**src/rtl/histogram_readout_ctrl.sv**
```systemverilog
// histogram_readout_ctrl: per-frame histogram clear, bin-by-bin readout over valid/ready,
// and a trailing mod-2^DATA_W checksum word.
module histogram_readout_ctrl #(
    parameter int NUM_BINS = 1024,
    parameter int BIN_W    = 10,
    parameter int DATA_W   = 24,
    parameter int RD_LAT   = 1
) (
    input  logic              clk,
    input  logic              reset,
    input  logic              frame_valid,
    input  logic              histo_done,
    output logic              histo_rst,
    output logic [BIN_W-1:0]  bin,
    output logic              rd_en,
    input  logic [DATA_W-1:0] rd_data,
    output logic [DATA_W-1:0] tx_data,
    output logic              tx_valid,
    input  logic              tx_ready,
    output logic              busy,
    output logic              overrun,
    output logic [15:0]       frame_count
);
    typedef enum logic [2:0] {IDLE, ARM, ACCUM, WAIT_DONE, READ, SEND, CKSUM} state_t;

    state_t state_q, state_d;
    logic fv_q, rise, fall, hs;
    logic [BIN_W-1:0] bin_q, bin_d;
    logic [DATA_W-1:0] cksum_q, cksum_d, tx_data_q, tx_data_d;
    logic tx_valid_q, tx_valid_d, overrun_q, overrun_d;
    logic [15:0] fc_q, fc_d;
    logic [2:0] lat_q, lat_d;
    logic histo_rst_q, rd_en_q, busy_q;

    always_comb begin
        rise       = frame_valid & ~fv_q;
        fall       = ~frame_valid & fv_q;
        hs         = tx_valid_q & tx_ready;
        state_d    = state_q;
        bin_d      = bin_q;
        cksum_d    = cksum_q;
        tx_data_d  = tx_data_q;
        tx_valid_d = tx_valid_q;
        fc_d       = fc_q;
        lat_d      = (state_q == READ) ? lat_q + 3'd1 : 3'd0;
        overrun_d  = overrun_q | (rise & (state_q != IDLE));
        case (state_q)
            IDLE:      if (rise) state_d = ARM;
            ARM:       state_d = ACCUM;
            ACCUM:     if (fall) begin
                state_d = WAIT_DONE;
                bin_d   = '0;
                cksum_d = '0;
            end
            WAIT_DONE: if (histo_done) state_d = READ;
            // lat_q counts cycles since the read strobe; rd_data is valid when it reaches RD_LAT
            READ:      if (lat_q == 3'(RD_LAT)) begin
                tx_data_d  = rd_data;
                tx_valid_d = 1'b1;
                state_d    = SEND;
            end
            SEND:      if (hs) begin
                cksum_d = cksum_q + tx_data_q;
                if (bin_q == BIN_W'(NUM_BINS - 1)) begin
                    tx_data_d = cksum_d;
                    state_d   = CKSUM;
                end else begin
                    tx_valid_d = 1'b0;
                    bin_d      = bin_q + 1'b1;
                    state_d    = READ;
                end
            end
            CKSUM:     if (hs) begin
                tx_valid_d = 1'b0;
                fc_d       = fc_q + 16'd1;
                state_d    = IDLE;
            end
            default:   state_d = IDLE;
        endcase
    end

    always_ff @(posedge clk) begin
        if (reset) begin
            state_q     <= IDLE;
            fv_q        <= 1'b1;
            bin_q       <= '0;
            cksum_q     <= '0;
            tx_data_q   <= '0;
            tx_valid_q  <= 1'b0;
            overrun_q   <= 1'b0;
            fc_q        <= '0;
            lat_q       <= '0;
            histo_rst_q <= 1'b0;
            rd_en_q     <= 1'b0;
            busy_q      <= 1'b0;
        end else begin
            state_q     <= state_d;
            fv_q        <= frame_valid;
            bin_q       <= bin_d;
            cksum_q     <= cksum_d;
            tx_data_q   <= tx_data_d;
            tx_valid_q  <= tx_valid_d;
            overrun_q   <= overrun_d;
            fc_q        <= fc_d;
            lat_q       <= lat_d;
            histo_rst_q <= state_d == ARM;
            rd_en_q     <= (state_d == READ) && (state_q != READ);
            busy_q      <= state_d != IDLE;
        end
    end

    assign histo_rst   = histo_rst_q;
    assign bin         = bin_q;
    assign rd_en       = rd_en_q;
    assign tx_data     = tx_data_q;
    assign tx_valid    = tx_valid_q;
    assign busy        = busy_q;
    assign overrun     = overrun_q;
    assign frame_count = fc_q;
endmodule

```
**config.mk**
```make
export PLATFORM = sky130hd
export DESIGN_NAME = histogram_readout_ctrl
export DESIGN_NICKNAME = d
export VERILOG_FILES = /design/src/rtl/histogram_readout_ctrl.sv
export SDC_FILE = /design/constraint.sdc
export NUM_CORES = 1
export LEC_CHECK = 0
export CAP_MARGIN = 20
export CORE_MARGIN = 1
export CORE_UTILIZATION = 40
export CTS_CLUSTER_DIAMETER = 200
export DETAILED_ROUTE_END_ITERATION = 16
export SLEW_MARGIN = 20
export SYNTH_ARGS = -nofsm -noshare
export SYNTH_HDL_FRONTEND = slang
export SYNTH_SLANG_ARGS = --single-unit
```
**constraint.sdc**
```tcl
create_clock -name clk -period 5.36 [get_ports clk]
set_clock_uncertainty 0.05 [all_clocks]
set_input_delay 1.072 -clock clk [delete_from_list [all_inputs] [get_ports clk]]
set_output_delay 1.072 -clock clk [all_outputs]
set_load 0.005 [all_outputs]
```
==> metrics.md <==
| Metric | Value |
|---|---|
| Setup Slack @ Placement | 2.04 ns |
| Clock-pin transition on the worst setup and hold timing paths | 0.06 ns |
| Port-buffer cells | 83 |
| Worst setup startpoint | tx_ready |
| FP Rows | 40 |
| Worst R2R Start | state_q[2] |
| Post-synth EDFFs | 0 |
| Worst endpoint required time | 5.58 ns |
| Total design power | 1.35 mW |
| Final hold slack | 0.405 ns |
| Leak | 2.39 nW |
| Share of flip-flops with an asynchronous set or reset after synthesis | 0 |
| Type of origin of the critical path | input port |
| Combined flip-flop and latch cell area | 1720 µm² |
| Area growth, synth to finish | 24.1% |
| Pwr per Cell Area | 221 nW/µm² |
| Ratio of cells with drive above 1 in the final layout | 0.0564 |
| Gate count after technology mapping | 600 |
| H-Tree Level Count | 3 |
| Worst Tran Pin Value | 0.915 ns |
| Setup Viol. Count Final | 0 |
| Final #Nets | 726 |
| Critical Path Fanout Max | 8 |
| Initial antenna violation count | 0 |
| Fill cell instance count of the final layout | 1144 |
| Worst slew slack as a fraction of its limit | 0.390 |
| Total wire length | 12.7 mm |
| Horiz. Die Dim | 113 µm |
| Cells resized by post-CTS repair | 0 |
| Most used standard cells in the synthesized netlist | dfxtp_1, nor2_1, nand2_1, a21oi_1, o21ai_0 |
| Critical setup path kind | input port to flop |
| Cells taking the most area after synthesis | dfxtp_1, ha_1, nor2_1, a21oi_1, nand2_1 |
| Pins over their slew limit | 0 |
| Sequential fraction of the synthesis area | 0.350 |
| Final critical-path share of the clock period | 0.557 |
| Area of the multi-input gates | 3010 µm² |
| Status | finished clean |
| Remaining Overflow, GRT | 0 |
| Total of warnings raised by yosys | 0 |
| DRT antenna net count | 0 |
| Tightest Hold Check Type | flop to flop |
| Largest area contributor in the netlist | dfxtp_1 |
| I/O pin total | 84 |
| Maximum resistive drop on vdd | 259 µV |
| First-pass GRT wire length | 21.1 mm |
| Maximum clock rate | 0.335 GHz |
| Diode insertion count for antenna repair | 0 |
| Share of Yosys cell area claimed by the top area cell type | 0.350 |
| Post-Syn Area per Cell | 8.20 µm² |
| Ys flop type | dfxtp_1 |
| Number of buffers added by the clock tree synthesis step | 9 |
| Routability congestion estimate | 0.828 |
| Endpoints failing hold | 0 |
| Crit path time final | 2.98 ns |
| Max-capacitance violation count | 0 |
| Hold-fix buffer count after cts | 0 |
| Routed wire length per instance | 15.5 µm |
| Vias per cell | 5.59 |
| Post-synth net total | 657 |
| Setup Fix Bufs, Post-CTS | 0 |
| Core Box Area | 12000 µm² |
| Count of distinct cell types in the synthesized netlist | 70 |
| Worst hold start | lat_q[0] |
| R2R setup slack | 2.50 ns |
| Floorplan die area | 12800 µm² |
| Later-pin clock latency in the skew report | 0.35 ns |
| TritonRoute pass-1 iters | 4 |
| Cell at the root of the clock tree | clkbuf_16 |
| Post-route DRC | 0 |
| Die span in y | 113 µm |
| Critical Path AT | 3.20 ns |
| Critical path capture point type | flop |
| Overall global routing resource usage | 0.206 |
| HPWL reported at the end of detailed placement | 8.85 mm |
| Number of global-route vias before repair | 4458 |
| Number of DRC violations after detailed-routing iteration 0 | 236 |
| CTS tree | done |
| Maximum number of pins on one net before global-route repair | 49 |
| Vias | 4588 |
| Leading cell type by number of instances after synthesis | dfxtp_1 |
| Setup repair after global routing missed its margin | no |
| Setup TNS Final | 0 ns |
| Sinks on the clock net | 86 |
| FF+latch count, synth | 86 |
| Post-synthesis instance area | 4920 µm² |
| Starting density of the core | 0.410 |
| Maximum root-to-sink buffer count | 2 |
| Design area | 6110 µm² |
| Area after DPL | 5800 µm² |
| Worst setup slack after layout | 2.38 ns |
-- layer usage --
layer | global-route usage | share of wire | vias up
met5 | 0 | 0 | -
met4 | 0.0746 | 0.012 | 0
met2 | 0.348 | 0.47 | 74
li1 | - | - | 2321
met3 | 0.0450 | 0.028 | 10
met1 | 0.260 | 0.49 | 2183
-- cells in the final DEF, fill, tap and decap left out, drive strengths merged, types with 8 or more instances in the layout --
cell type,count
dfxtp,86
clkdlybuf4s50,82
nor2,79
nand2,64
a21oi,54
o21ai,30
ha,27
xor2,22
a211oi,21
nand3,20
nor3,18
a21o,15
xnor2,13
clkbuf,12
nand4,10
nand3b,10
or3,10
inv,8
-- sequential cells by signal, indices dropped and copies added (netlist names) --
name,flops
cksum_q,24
tx_data,24
frame_count,16
bin,10
lat_q,3
state_q,3
busy,1
fv_q,1
histo_rst,1
overrun,1
rd_en,1
tx_valid,1
-- area by class of cell --
| class | count | share of cell area |
|---|---|---|
| Inverter | 8 | 0.00492 |
| Clock inverter | 4 | 0.00901 |
| Multi-Input combinational cell | 477 | 0.492 |
| Timing Repair Buffer | 87 | 0.140 |
| Clock buffer | 12 | 0.0420 |
| Sequential cell | 86 | 0.282 |
| Tap cell | 147 | 0.0301 |
-- power by group --
part,leakage [nW],total [mW],internal [mW],switching (mW)
clock,0.149,0.657,0.389,0.269
sequential,0.693,0.644,0.641,0.00286
combinational,1.55,0.0506,0.0266,0.0239
-- kinds of logic (layout without fill, tap and decap cells) --
kind of cell	Yosys count	count (layout)	share of synthesized area
DFF	86	86	0.350
AOI/OAI and AO/OA	171	171	0.231
xor gates and xnor gates	36	36	0.0671
and+or+nand+nor	237	237	0.229
muxes	5	5	0.0102
buffers and inverters	37	111	0.0404
adders and majority gates	28	28	0.0727
-- stage by stage --
step | cells | util
floorplan | 600 | -
CTS | 821 | 0.509
finish | 821 | 0.509
global placement | 805 | 0.483
global route | 821 | 0.509
detailed placement | 805 | 0.483
-- worst max-delay path, stage by stage --
cell and delay (ns):
clkdlybuf4s50_1 0.46, and2_1 0.31, and4b_1 0.37, and4_1 0.39, nand2_1 0.10, or3_1 0.36
a21oi_1 0.15
-- final timing paths --
kind                     endpoint  cells after the start
hold / removal           lat_q[0]                      1
setup reg to reg      tx_data[19]                      7
setup / recovery  frame_count[15]                      7
hold reg to reg          lat_q[0]                      1
No activity file was read; power rests on OpenSTA's default activity.
